## src/rtl/thermocouple_pkg.sv

```systemverilog
// Shared types and constants for the thermocouple reader's SPI front end.
package thermocouple_pkg;

  localparam int FRAME_BITS      = 32;
  localparam int CLK_DIV_DEFAULT = 4;
  localparam int BIT_CNT_W       = 6;

  typedef enum logic [2:0] {
    IDLE,
    SETUP,
    SHIFT_HI,
    SHIFT_LO,
    RECOVER
  } state_e;

endpackage

```

## src/rtl/thermocouple_spi_master_if.sv

```systemverilog
// SPI pins between the master and the thermocouple converter.
interface thermocouple_spi_master_if;

  logic sclk;
  logic cs_n;
  logic miso;

  modport master (output sclk, output cs_n, input miso);
  modport slave  (input sclk, input cs_n, output miso);

endinterface

```

## src/rtl/sync_2ff.sv

```systemverilog
// Two-flop synchronizer for asynchronous inputs, reset clears both stages.
module sync_2ff #(
  parameter int WIDTH = 1
) (
  input  logic             clk,
  input  logic             rst,
  input  logic [WIDTH-1:0] d,
  output logic [WIDTH-1:0] q
);

  logic [WIDTH-1:0] meta_q;
  logic [WIDTH-1:0] sync_q;

  always_ff @(posedge clk or negedge rst) begin
    if (!rst) begin
      meta_q <= '0;
      sync_q <= '0;
    end else begin
      meta_q <= d;
      sync_q <= meta_q;
    end
  end

  assign q = sync_q;

endmodule

```

## src/rtl/thermocouple_spi_master.sv

```systemverilog
// Read-only SPI master: clocks a 32-bit frame out of a thermocouple converter
// and publishes it atomically with a one-cycle valid pulse.
module thermocouple_spi_master
  import thermocouple_pkg::*;
#(
  parameter int CLK_DIV = CLK_DIV_DEFAULT
) (
  input  logic                        clk,
  input  logic                        rst,
  input  logic                        spi_ena,
  output logic                        spi_not_busy,
  output logic [FRAME_BITS-1:0]       spi_rx_data,
  output logic                        rx_valid,
  thermocouple_spi_master_if.master   spi
);

  localparam int                    CNT_W    = $clog2(CLK_DIV + 1);
  localparam logic [CNT_W-1:0]      CNT_LAST = CNT_W'(CLK_DIV - 1);
  localparam logic [BIT_CNT_W-1:0]  LAST_BIT = BIT_CNT_W'(FRAME_BITS);

  state_e                  state_q, state_d;
  logic [CNT_W-1:0]        cnt_q, cnt_d;
  logic [BIT_CNT_W-1:0]    bit_cnt_q, bit_cnt_d;
  logic [FRAME_BITS-1:0]   shift_q, shift_d;
  logic [FRAME_BITS-1:0]   rx_data_q, rx_data_d;
  logic                    rx_valid_q, rx_valid_d;
  logic                    sclk_q, sclk_d;
  logic                    cs_n_q, cs_n_d;
  logic                    not_busy_q, not_busy_d;
  logic                    miso_s;
  logic                    half_done;

  sync_2ff #(.WIDTH(1)) u_miso_sync (
    .clk (clk),
    .rst (rst),
    .d   (spi.miso),
    .q   (miso_s)
  );

  assign half_done = (cnt_q == CNT_LAST);

  always_comb begin
    state_d = state_q;
    unique case (state_q)
      IDLE:     if (spi_ena)   state_d = SETUP;
      SETUP:    if (half_done) state_d = SHIFT_HI;
      SHIFT_HI: if (half_done) state_d = SHIFT_LO;
      SHIFT_LO: if (half_done) state_d = (bit_cnt_q == LAST_BIT) ? RECOVER : SHIFT_HI;
      RECOVER:  if (half_done) state_d = IDLE;
      default:                 state_d = IDLE;
    endcase
  end

  always_comb begin
    cnt_d      = '0;
    bit_cnt_d  = bit_cnt_q;
    shift_d    = shift_q;
    rx_data_d  = rx_data_q;
    rx_valid_d = 1'b0;

    if (state_d == state_q && state_q != IDLE) begin
      cnt_d = cnt_q + 1'b1;
    end

    if (state_q == IDLE && state_d == SETUP) begin
      bit_cnt_d = '0;
    end

    // Sample on the same edge that raises sclk; miso_s has settled since the last fall.
    if (state_d == SHIFT_HI && state_q != SHIFT_HI) begin
      shift_d   = {shift_q[FRAME_BITS-2:0], miso_s};
      bit_cnt_d = bit_cnt_q + 1'b1;
    end

    if (state_q == RECOVER && state_d == IDLE) begin
      rx_data_d  = shift_q;
      rx_valid_d = 1'b1;
    end

    // Pin outputs are registered from the next state so they never glitch.
    sclk_d     = (state_d == SHIFT_HI);
    cs_n_d     = (state_d == IDLE) || (state_d == RECOVER);
    not_busy_d = (state_d == IDLE);
  end

  always_ff @(posedge clk or negedge rst) begin
    if (!rst) begin
      state_q    <= IDLE;
      cnt_q      <= '0;
      bit_cnt_q  <= '0;
      shift_q    <= '0;
      rx_data_q  <= '0;
      rx_valid_q <= 1'b0;
      sclk_q     <= 1'b0;
      cs_n_q     <= 1'b1;
      not_busy_q <= 1'b1;
    end else begin
      state_q    <= state_d;
      cnt_q      <= cnt_d;
      bit_cnt_q  <= bit_cnt_d;
      shift_q    <= shift_d;
      rx_data_q  <= rx_data_d;
      rx_valid_q <= rx_valid_d;
      sclk_q     <= sclk_d;
      cs_n_q     <= cs_n_d;
      not_busy_q <= not_busy_d;
    end
  end

  assign spi.sclk     = sclk_q;
  assign spi.cs_n     = cs_n_q;
  assign spi_not_busy = not_busy_q;
  assign spi_rx_data  = rx_data_q;
  assign rx_valid     = rx_valid_q;

endmodule

```

## src/flat_wrapper.sv

```systemverilog
// flat-port wrapper written by rule: the top's interface ports become plain ports
module thermocouple_spi_master_flat import thermocouple_pkg::*;
#(
  parameter int CLK_DIV = CLK_DIV_DEFAULT
)
  (clk, rst, spi_ena, spi_not_busy, spi_rx_data, rx_valid, spi_sclk, spi_cs_n, spi_miso);
  thermocouple_spi_master_if spi_i ();
  input  logic clk;
  input  logic rst;
  input  logic spi_ena;
  output logic spi_not_busy;
  output logic [FRAME_BITS-1:0] spi_rx_data;
  output logic rx_valid;
  output wire logic [$bits(spi_i.sclk)-1:0] spi_sclk;
  output wire logic [$bits(spi_i.cs_n)-1:0] spi_cs_n;
  input wire logic [$bits(spi_i.miso)-1:0] spi_miso;
  assign spi_sclk = spi_i.sclk;
  assign spi_cs_n = spi_i.cs_n;
  assign spi_i.miso = spi_miso;
  thermocouple_spi_master #(.CLK_DIV(CLK_DIV)) u_core (.clk(clk), .rst(rst), .spi_ena(spi_ena), .spi_not_busy(spi_not_busy), .spi_rx_data(spi_rx_data), .rx_valid(rx_valid), .spi(spi_i));
endmodule
```

## config.mk

```make
export PLATFORM = sky130hd
export DESIGN_NAME = thermocouple_spi_master_flat
export DESIGN_NICKNAME = d
export VERILOG_FILES = /design/src/rtl/thermocouple_pkg.sv /design/src/rtl/thermocouple_spi_master_if.sv /design/src/rtl/sync_2ff.sv /design/src/rtl/thermocouple_spi_master.sv /design/src/flat_wrapper.sv
export SDC_FILE = /design/constraint.sdc
export NUM_CORES = 1
export LEC_CHECK = 0
export CORE_MARGIN = 2
export CORE_UTILIZATION = 49
export DETAILED_ROUTE_END_ITERATION = 10
export PLACE_DENSITY = 0.85
export RECOVER_POWER = 100
export SYNTH_ARGS = -nofsm -noshare
export SYNTH_HDL_FRONTEND = slang
export SYNTH_SLANG_ARGS = --single-unit
```

## constraint.sdc

```tcl
create_clock -name clk -period 2 [get_ports clk]
set_input_delay 0.2 -clock clk [delete_from_list [all_inputs] [get_ports clk]]
set_output_delay 0.2 -clock clk [all_outputs]
set_load 0.01 [all_outputs]
```

# ---- Word level (Yosys, flattened, before mapping)
# Index checks and enable logic that the tools add are counted.
dict set report classes {
  n_reduce_logical 9
  shifts 0
  mux 11
  bitwise 0
  n_addsub 2
  order_cmp 0
  div 0
  n_eq_ne 11
  multipliers 0
}
# operator n
set ops {}
lappend ops {{$mux 3} 7}
lappend ops {{$pmux 3 s5} 1}
lappend ops {{$eq 3x2->1 const B} 4}
lappend ops {{$mux 6} 2}
lappend ops {{$add 6x1->6 const B} 1}
lappend ops {{$eq 3x1->1 const B} 2}
lappend ops {{$eq 3x3->1 const B} 2}
lappend ops {{$eq 6x6->1 const B} 1}
lappend ops {{$logic_not 3->1} 2}
lappend ops {{$logic_and 1x1->1} 4}
lappend ops {{$add 3x1->3 const B} 1}
lappend ops {{$eq 3x3->1} 1}
lappend ops {{$ne 3x2->1 const B} 1}
lappend ops {{$reduce_bool 3->1} 1}
lappend ops {{$reduce_bool 2->1} 1}
lappend ops {{$logic_or 1x1->1} 1}
lappend ops {{$mux 1} 1}
dict set report word_totals {
  latch_bits 0
  word_cells 44
  ff_bits 82
  mem_bits_ro 0
  memories 0
  in_bits 4
  out_inout_bits 36
  ram_bits 0
}

# ---- Logic depth before layout (Yosys ltp)
# Gate-level depths: netlist of run 1.
dict set report depth {
  ltp_word 8
  ltp_mapped 8
  ltp_nobuf 6
}

# ---- Hierarchy
# Synthesis of run 1 repeated with hierarchy kept, for this count alone.
dict set report unflattened {
  cells_unflattened 289
  area_unflattened_um2 3295.7
}
# module seq_area_each_um2 instances cells_each area_each_um2
set by_module_without_submodules {}
lappend by_module_without_submodules {thermocouple_spi_master 2004.4 1 287 3245.6}
lappend by_module_without_submodules {sync_2ff 50.0 1 2 50.0}

# ---- Worst setup path before layout of run 1
# No wires, ideal clock.
dict set report synth_timing {
  path_type {register to register}
  startpoint {register u_core.cnt_q[0]}
  endpoint {register u_core.shift_q[0]}
  slack_ns 0.042
  path_stages_with_launch 7
  synth_period_minus_slack_ns 1.958
  arrival_ns 1.833
  path_buffers 1
  t_required_ns 1.875
  setup_time_ns 0.125
  path_cell_list {dfrtp_1 ha_1 ha_1 and4b_4 a211oi_4 buf_6 mux2_4}
}
dict set report synth_between {
  elab_chain_len 5
  word_cells_on_any_way 8
  classes_between {eq/ne (2); mux (5); reduce/logical (1)}
}
# item line
set synth_rtl {}
lappend synth_rtl {{start, declared} thermocouple_spi_master.sv:22} ;# logic [CNT_W-1:0] cnt_q, cnt_d;
lappend synth_rtl {{start signal, assigned} thermocouple_spi_master.sv:99} ;# cnt_q <= cnt_d;
lappend synth_rtl {{$eq 3x2->1 (*)} thermocouple_spi_master.sv:40} ;# assign half_done = (cnt_q == CNT_LAST);
lappend synth_rtl {{$mux 3 (on tied branches)} n/a}
lappend synth_rtl {{$pmux 3 s5 (*)} thermocouple_spi_master.sv:44} ;# unique case (state_q)
lappend synth_rtl {{$eq 3x2->1 (*)} thermocouple_spi_master.sv:70} ;# if (state_d == SHIFT_HI && state_q != SHIFT_HI) begin
lappend synth_rtl {{$logic_and 1x1->1 (*)} thermocouple_spi_master.sv:70}
lappend synth_rtl {{end signal, assigned} thermocouple_spi_master.sv:101} ;# shift_q <= shift_d;
lappend synth_rtl {{end, declared} thermocouple_spi_master.sv:24} ;# logic [FRAME_BITS-1:0] shift_q, shift_d;
# Mark *: on every way between the ends. The rest lies on a longest branch, timed or not.
# A chain may end at the register's enable or synchronous reset.

# ---- Worst setup path in the final report of run 1
dict set report layout_timing {
  startpoint {register u_core.cnt_q[0]}
  endpoint {register u_core.shift_q[13]}
}
# The elaborated chain is that of the path after synthesis.

==> results.yml, run 1 <==
sta:
  finalSetupTns_ps: -26.3
  hold_viol_final: 0
  layout_min_cycle_time_ps: 2010
  finalWorstSetupSlack_ps: -10.5
  worstMarginPinSlew_ps: 733
  max_freq_mhz: 497
  drv_slew: 0
  setup_violations: 3
  skew_ps: 7.81
  slew_headroom_pct: 51.1
  min_period_over_period_pct: 101
  rsz0062_at_grt: "true"
  holdWs_ps: 361
floorplan:
  die_area_um2: 7420
  core-area_um2: 6420
  die_x_um: 86.2
  die_h_um: 86.2
  start_util_pct: 51.5
  ios: 40
  core.rowCount: 29
worst_setup_path:
  startpoint_type: "flop"
  crit_arrival_ps: 2240
  crit_buf_inv: 2
  cp_data_required_time_ps: 2230
  critical-path-slowest-cell: "dfrtp_1"
  crit_path_max_fanout: 5
  max_stage_delay_ps: 390
  cpLargestDelayFamily: "flip-flops"
  cp_cell_sequence: "ha_2 -> ha_4 -> and4b_4 -> a211oi_4 -> buf_6 -> clkbuf_16 -> mux2_2"
  end_kind: "flop"
  critPathKind: "flop to flop"
yosys:
  synth_seq_cells: 82
  synth_top_area_share_pct: 60.5
  synth.cell_area_um2: 3310
  async_flop_share_pct: 100
  netlist_top_cells_count: "dfrtp_1, mux2_2, mux2_4, nand3_1, nor2_1"
  yosysWarnings: 0
  synth-main-ff-cell: "dfrtp_1"
  syn_inst: 221
  synth_nets: 230
  ys_seq_area_share_pct: 62.1
  ys_types: 32
  postSynthAreaPerCell_um2: 15.0
  yosys.area.top_type: "dfrtp_1"
  synth_area_leaders: "dfrtp_1, mux2_2, mux2_4"
  synth_edf_count: 0
  synth_most_common_cell: "dfrtp_1"
power:
  vdd_drop_max_mv: 0.690
  p_sw_share_pct: 29.0
  p_sw_mw: 1.24
  internal_power_mw: 3.03
  p_per_area_nw_per_um2: 1020
  p_leak_nw: 1.98
  comb_power_share_pct: 24.9
  pwr-share-clk_pct: 27.6
  pwr-share-seq_pct: 47.5
cts:
  root_buffer: "clkbuf_8"
  htree_levels: 3
  cts_max_path_buffers: 2
  cts_tree: "yes"
  clock-sinks: 82
  clk_latency_ps: 340
  cts_buffers: 9
  clk_pin_slew_ps: 80
routing:
  first_pass_iters: 4
  num_vias: 1920
  wirelength_mm: 6.31
  drtIter0Drc: 167
  postRouteAntennaNets: 0
  viasPerCell: 5.41
  routedWlPerCell_um: 17.8
  drc: 0
global_route:
  grt_pass1_wl_mm: 9.58
  grt.total_usage_pct: 16.7
  gr-usage-met1_pct: 23.1
  use_met3_pct: 4.23
  met2_usage_pct: 25.2
  grt_max_degree: 53
  gr-max-usage-layer: "met2"
  antenna_found_initial: 0
  grt_overflow: 0
  grt_pass1_vias: 1977
place:
  place_congestion: 0.768
  dp_hpwl_mm: 3.52
  place_area_um2: 3830
  place_ws_ps: 5.35
  io_buffers: 39
layout:
  fin_area_um2: 4170
  final_nets: 283
  antenna-diode-count: 0
  multi_input_comb_area_um2: 1210
  seq_area_um2: 2050
  fillers: 435
  drive_above_1_share_pct: 37.4
  syn_to_final_growth_pct: 26.0
outcome:
  violations: "setup timing"
  outcome: "finished with violations"
flow_run:
  maxCapViolCount: 0
min_path:
  hp-class: "flop to flop"
==> flip-flops by register name (all words and copies together) (netlist names) <==
signal,count
u_core.bit_cnt_q,6
u_core.cnt_q,3
u_core.rx_valid,1
u_core.shift_q,32
u_core.spi.cs_n,1
u_core.spi.sclk,1
u_core.spi_not_busy,1
u_core.spi_rx_data,32
u_core.state_q,3
u_core.u_miso_sync.meta_q,1
u_core.u_miso_sync.q,1
==> worst register-to-register path, cell delays in order, from the launching register on <==
cell and delay (ps):
dfrtp_1 390, ha_2 210, ha_4 160, and4b_4 210
a211oi_4 250, buf_6 180, clkbuf_16 160, mux2_2 330
==> final timing paths <==
| check | startpoint | end | slack (ps) | cells after the start |
|---|---|---|---|---|
| max | u_core.cnt_q[0] | u_core.shift_q[13] | -10 | 7 |
| min | u_core.u_miso_sync.meta_q | u_core.u_miso_sync.q | 360 | 0 |
| max reg2reg | u_core.cnt_q[0] | u_core.shift_q[13] | -10 | 7 |
| min reg2reg | u_core.u_miso_sync.meta_q | u_core.u_miso_sync.q | 360 | 0 |
| max in group asynchronous | rst | u_core.spi.sclk | 330 | 3 |
| min in group asynchronous | rst | u_core.spi_rx_data[9] | 440 | 2 |
==> repair_timing <==
item	in CTS	in global routing
hold buffers	1	0
gates cloned	0	3
resized for setup	1	13
setup buffers	0	3
endpoints found under the hold margin	30	0
pin swaps	0	2
endpoints found under the setup margin	12	20
==> power groups by stage <==
stage / registers, mW / clock network, mW / logic, mW
2_1_floorplan: 2.00 / 0 / 0.640
3_3_place_gp: 2.03 / 0 / 0.798
3_5_place_dp: 2.04 / 0 / 0.829
4_1_cts: 2.02 / 1.19 / 0.850
5_1_grt: 2.05 / 1.26 / 1.14
6_report: 2.03 / 1.18 / 1.06
==> through the flow <==
stage               cells  utilization, %  power (mW)
finish                355            64.9        4.27
CTS                   349            62.8        4.06
global route          355            64.9        4.46
detailed placement    333            59.6        2.87
floorplan             221               -        2.64
global placement      333            59.6        2.83
==> per-layer routing <==
| layer | up-vias | part of all wire [%] |
|---|---|---|
| met2 | 51 | 49 |
| met5 | - | 0 |
| met1 | 976 | 44 |
| met4 | 0 | 2.6 |
| met3 | 15 | 3.7 |
| li1 | 878 | - |
==> logic make-up after synthesis <==
group / count (synthesis) / share of synthesized area [%]
simple gates: 38 / 6.32
fa+ha+maj: 5 / 1.89
buf+inv: 16 / 2.99
mux: 65 / 23.3
compound gates: 12 / 2.61
flops: 82 / 62.1
xor+xnor: 3 / 0.795
==> cell type report <==
| cell class | instances | area share [%] |
|---|---|---|
| Tap cell | 77 | 2.31 |
| Inverter | 5 | 0.450 |
| Timing Repair Buffer | 53 | 14.4 |
| Sequential cell | 82 | 49.3 |
| Multi-Input combinational cell | 123 | 28.9 |
| Clock buffer | 10 | 3.30 |
| Clock inverter | 5 | 1.32 |
==> cell usage in the layout, fill, tap and decap left out, types with 2 or more instances in the layout <==
master	count
nand3_1	10
clkdlybuf4s50_1	37
buf_12	4
clkbuf_8	10
dfstp_2	2
nor3_1	2
o21ai_0	5
xnor2_1	2
ha_1	3
dfrtp_1	80
buf_4	4
nand3b_1	2
dlygate4sd3_1	2
clkinvlp_4	2
mux2_4	20
a21oi_1	2
clkinv_2	2
clkbuf_16	3
mux2_2	45
nand2_1	7
inv_1	5
nor2_1	9
(Power assumes the default switching activity.)
==> run 2, diff against run 1 <==
CTS_BUF_LIST = sky130_fd_sc_hd__clkbuf_8 sky130_fd_sc_hd__clkbuf_16   (was unset)
SLEW_MARGIN = 10   (was unset)
SYNTH_HIERARCHICAL = 1   (was unset)
==> run 2 against run 1 <==
  * Flip-flop and latch count did not move
  * Clock power up 32%
  * The run now ends clean
  * Register-to-register slack better by 130 ps
  * Critical path type unchanged
  * Critical endpoint is now u_core/spi_rx_data[3]
  * Cell area is 3.3% lower
==> results.yml, run 2 <==
outcome:
  outcome: "completed"
worst_setup_path:
  cp-startpoint: "u_core/cnt_q[0]"
  critical-path-slowest-cell: "mux2_2"
  crit_top_cell: "ha_1"
  crit_path_max_fanout: 19
  cpLargestDelayFamily: "adder cells"
  max_stage_delay_ps: 380
  cp_cell_sequence: "ha_1 -> ha_1 -> and3_1 -> clkbuf_4 -> mux2_2"
  crit_arrival_ps: 2110
  cp_data_required_time_ps: 2230
  end_kind: "flop"
  critPathKind: "flop to flop"
  r2r_start: "u_core/cnt_q[0]"
  startpoint_type: "flop"
  crit_buf_inv: 1
floorplan:
  ios: 40
  core-area_um2: 6420
  start_util_pct: 51.3
  die_h_um: 86.0
  die_area_um2: 7400
  die_x_um: 86.0
  core.rowCount: 29
layout:
  antenna-diode-count: 0
  seq_area_um2: 2050
  final_nets: 342
  fillers: 477
  fin_area_um2: 4030
  multi_input_comb_area_um2: 1120
  syn_to_final_growth_pct: 22.3
  layout_common_cells: "nand2_1, dfrtp_1, dlygate4sd3_1, mux2_2"
  final_common_cell: "nand2_1"
  drive_above_1_share_pct: 15.1
power:
  pwr-share-seq_pct: 51.1
  comb_power_share_pct: 1.4
  vdd_drop_max_mv: 0.313
  p_sw_mw: 0.639
  internal_power_mw: 2.63
  p_per_area_nw_per_um2: 812
  p_leak_nw: 2.17
  p_sw_share_pct: 19.5
  pwr-share-clk_pct: 47.6
sta:
  layout_min_cycle_time_ps: 1880
  min_period_over_period_pct: 94.2
  skew_ps: 13.0
  rsz0062_at_grt: "false"
  hold_viol_final: 0
  worstMarginPinSlew_ps: 902
  finalSetupTns_ps: 0
  drv_slew: 0
  max_freq_mhz: 531
  slew_headroom_pct: 39.9
  setup_violations: 0
global_route:
  grt.total_usage_pct: 17.1
  grt_overflow: 0
  antenna_found_initial: 0
  grt_pass1_vias: 2109
  grt_max_degree: 44
  grt_pass1_wl_mm: 9.75
yosys:
  synth_nets: 298
  async_flop_share_pct: 100
  synth_area_leaders: "dfrtp_1, nand2_1, mux2_2"
  synth.cell_area_um2: 3300
  yosysWarnings: 6
  netlist_top_cells_count: "nand2_1, dfrtp_1, mux2_2"
  synth-main-ff-cell: "dfrtp_1"
  synth_most_common_cell: "nand2_1"
  synth_edf_count: 0
  yosys.area.top_type: "dfrtp_1"
  ys_types: 33
  postSynthAreaPerCell_um2: 11.4
  ys_seq_area_share_pct: 62.3
  synth_top_area_share_pct: 60.7
  syn_inst: 289
  synth_seq_cells: 82
routing:
  viasPerCell: 5.17
  num_vias: 2146
  first_pass_iters: 6
  wirelength_mm: 5.71
  drc: 0
  postRouteAntennaNets: 0
  routedWlPerCell_um: 13.8
  drtIter0Drc: 149
cts:
  clk_pin_slew_ps: 80
  cts_setup_buffers: 0
  clock-sinks: 82
  clk_latency_ps: 350
  root_buffer: "clkbuf_8"
  cts_tree: "yes"
  cts_buffers: 9
  cts_max_path_buffers: 2
  htree_levels: 3
place:
  place_area_um2: 3770
  io_buffers: 39
  place_congestion: 0.725
  dp_hpwl_mm: 3.66
min_path:
  hp-start: "spi_miso"
  hp-class: "input pin to flop"
flow_run:
  maxCapViolCount: 0
run 2: power groups by stage:
stage                     clock network [mW]  logic (mW)  registers, mW
after floorplan                            0     0.00475           1.70
after global placement                     0      0.0473           1.70
after detailed placement                   0      0.0492           1.70
after CTS                               1.60      0.0508           1.67
after global routing                    1.67      0.0534           1.67
final                                   1.56      0.0447           1.67
run 2: kinds of logic (layout without fill, tap and decap cells):
kind of cell             count (synthesis)  in the layout  share of synthesized area (%)
AO/OA/AOI/OAI                           15             15                           3.34
XOR/XNOR                                 5              5                           1.33
buffers and inverters                   21             70                           3.91
AND/OR/NAND/NOR                        129            129                           16.2
adder cells (fa/ha/maj)                  5              5                           1.90
flip-flops                              82             82                           62.3
multiplexers                            32             32                           10.9
run 2: routing by layer:
metal / vias to the layer above / global-route usage (%) / wire length (µm)
met3: 8 / 4.62 / 212
met4: 0 / 7.79 / 83
met1: 1064 / 21.8 / 2570
li1: 1033 / - / -
met2: 41 / 27.3 / 2850
met5: - / 0 / 0
run 2: path summary, 6_finish.rpt:
| check | slack, ps | endpoint | depth (start not counted) |
|---|---|---|---|
| max | 120 | u_core/spi_rx_data[3] | 5 |
| min in group asynchronous | 510 | u_core/shift_q[15] | 2 |
| min | 400 | u_core/u_miso_sync/meta_q | 1 |
| max in group asynchronous | 480 | u_core/spi_rx_data[7] | 3 |
| min reg2reg | 410 | u_core/u_miso_sync/q | 0 |
| max reg2reg | 120 | u_core/spi_rx_data[3] | 5 |
run 2: area by class of cell:
cell class | instances | share of cell area (%)
Tap cell | 77 | 2.39
Inverter | 6 | 0.559
Multi-Input combinational cell | 186 | 27.8
Clock buffer | 9 | 3.07
Timing Repair Buffer | 48 | 11.7
Clock inverter | 7 | 3.51
Sequential cell | 82 | 51.0
run 2: stage by stage:
stage	power, mW	utilization [%]	hold slack [ps]	setup slack, ps	instances
2_1_floorplan	1.71	-	-95.6	221	289
3_3_place_gp	1.75	58.6	184	192	398
3_5_place_dp	1.75	58.6	190	145	398
4_1_cts	3.32	62.9	268	135	415
5_1_grt	3.39	62.8	392	28.8	415
6_report	3.27	62.8	404	117	415
run 2: repair_timing:
item,4_1_cts,5_1_grt
hold buffers,1,0
hold endpoints to repair,35,0
gates resized for setup,0,0
run 2: worst register-to-register path, cell delays in order, from the launching register on:
cell,delay [ps]
dfrtp_1,360
ha_1,170
ha_1,310
and3_1,240
clkbuf_4,320
mux2_2,380
==> run 3, diff against run 2 <==
CORE_MARGIN = unset   (was 2)
CORE_UTILIZATION = 39   (was 49)
PLACE_DENSITY = 0.73   (was 0.85)
==> run 3 against run 2 <==
  * Critical path depth rose by 2
  * Flip-flop and latch count unchanged
  * Clock skew down 7.3 ps
  * Setup slack lost 4.7 ps
  * Final cell count increased by 5.8%
  * Non-clock buffer count shrank 3
  * Global-route usage decreased by 3.5 points
  * Die area grew 19%
  * Total power decreased by 12%
  * Cell area is 0.62% lower
  * Critical path type unchanged
  * Largest cell class unchanged
  * Highest routed layer unchanged
==> results.yml, run 3 (synthesis gave the netlist of run 2 again) <==
layout:
  layout_common_cells: "nand2_1, dfrtp_1, dlygate4sd3_1, mux2_2, clkbuf_8"
  seq_area_um2: 2050
  fin_area_um2: 4010
  final_common_cell: "nand2_1"
  antenna-diode-count: 0
  drive_above_1_share_pct: 15.0
  syn_to_final_growth_pct: 21.5
  fillers: 749
  multi_input_comb_area_um2: 1120
  final_nets: 339
min_path:
  hp-start: "u_core/u_miso_sync/meta_q"
  hold_depth: 0
  hp-class: "flop to flop"
  hold_end: "u_core/u_miso_sync/q"
floorplan:
  die_x_um: 93.9
  die_h_um: 93.9
  core-area_um2: 8220
  core.rowCount: 33
  start_util_pct: 40.1
  ios: 40
  die_area_um2: 8820
routing:
  first_pass_iters: 5
  viasPerCell: 4.71
  wirelength_mm: 5.27
  drc: 0
  routedWlPerCell_um: 12.0
  drtIter0Drc: 103
  postRouteAntennaNets: 0
  num_vias: 2069
sta:
  drv_slew: 0
  min_period_over_period_pct: 94.4
  slew_headroom_pct: 28.8
  setup_violations: 0
  finalWorstSetupSlack_ps: 112
  skew_ps: 5.75
  finalSetupTns_ps: 0
  worstMarginPinSlew_ps: 1070
  max_freq_mhz: 530
  rsz0062_at_grt: "false"
  layout_min_cycle_time_ps: 1890
  hold_viol_final: 0
worst_setup_path:
  crit_path_max_fanout: 43
  end_kind: "flop"
  cp_data_required_time_ps: 2230
  rr_endpoint: "u_core/bit_cnt_q[0]"
  crit_arrival_ps: 2110
  r2r_start: "u_core/cnt_q[0]"
  r2r_slack_ps: 110
  critPathKind: "flop to flop"
  r2r_cells: 7
  startpoint_type: "flop"
place:
  place_ws_ps: 125
  io_buffers: 39
  place_area_um2: 3800
  place_congestion: 0.831
  dp_hpwl_mm: 3.45
global_route:
  grt_pass1_wl_mm: 9.09
  antenna_found_initial: 0
  grt.total_usage_pct: 13.6
  grt_overflow: 0
  grt_pass1_vias: 2002
  grt_max_degree: 44
cts:
  cts_hold_buf: 1
  cts_max_path_buffers: 2
  cts_tree: "yes"
  cts_buffers: 9
  clk_latency_ps: 350
  cts_resized: 0
  cts_setup_buffers: 0
  clock-sinks: 82
  clk_pin_slew_ps: 80
  root_buffer: "clkbuf_8"
  htree_levels: 3
power:
  p_leak_nw: 2.13
  p_per_area_nw_per_um2: 719
  vdd_drop_max_mv: 0.349
outcome:
  outcome: "completed"
flow_run:
  maxCapViolCount: 0
==> run 3: changes by cell type in the layout (fill, tap and decap cells not counted), moves of 2 or more <==
cell,previous run,this run
buf_12,2,4
bufinv_16,4,1
clkbuf_2,3,1
clkinv_2,0,2
clkinvlp_4,0,2
==> run 3: final cells by class <==
class                           instances  share of cell area, %
Tap cell                              105                   3.28
Sequential cell                        82                   51.3
Multi-Input combinational cell        186                   28.0
Clock inverter                          5                   1.37
Inverter                                6                  0.562
Clock buffer                           10                   3.44
Timing Repair Buffer                   45                   12.1
==> run 3: layer usage <==
metal / vias up / global-route usage, % / wire length (µm)
li1: 1024 / - / -
met1: 994 / 16.7 / 2390
met2: 40 / 21.3 / 2540
met3: 11 / 4.53 / 259
met4: 0 / 6.92 / 92
met5: - / 0 / 0
==> run 3: how the worst max path moves through the flow <==
stage               startpoint             endpoint  depth (start not counted)
3_3_place_gp   u_core/cnt_q[0]  u_core/bit_cnt_q[4]                          7
3_5_place_dp   u_core/cnt_q[0]  u_core/bit_cnt_q[0]                          7
2_1_floorplan  u_core/cnt_q[0]  u_core/bit_cnt_q[4]                          8
5_1_grt        u_core/cnt_q[0]  u_core/bit_cnt_q[0]                          7
4_1_cts        u_core/cnt_q[0]  u_core/bit_cnt_q[0]                          7
6_report       u_core/cnt_q[0]  u_core/bit_cnt_q[0]                          7
==> run 3: metrics by stage <==
stage | total power [mW] | hold WS (ps) | instances | utilization [%]
floorplan | 1.71 | -95.6 | 289 | -
global placement | 1.75 | 226 | 423 | 46.3
detailed placement | 1.75 | 232 | 423 | 46.3
CTS | 2.93 | 279 | 439 | 48.8
global route | 3.00 | 359 | 439 | 48.7
finish | 2.88 | 352 | 439 | 48.7
==> run 3: report_power, final <==
group          switching (mW)  internal (mW)  total [mW]
Sequential            0.00551           1.66        1.67
Clock                   0.563          0.599        1.16
Combinational          0.0354         0.0116      0.0469
Total                   0.604           2.28        2.88
==> run 3: critical path, stage by stage, from the launching register on <==
cell,delay (ps)
dfrtp_1,380
ha_1,220
ha_1,210
and3_1,240
a211o_1,340
buf_12,180
nand3_1,100
o21ai_1,80
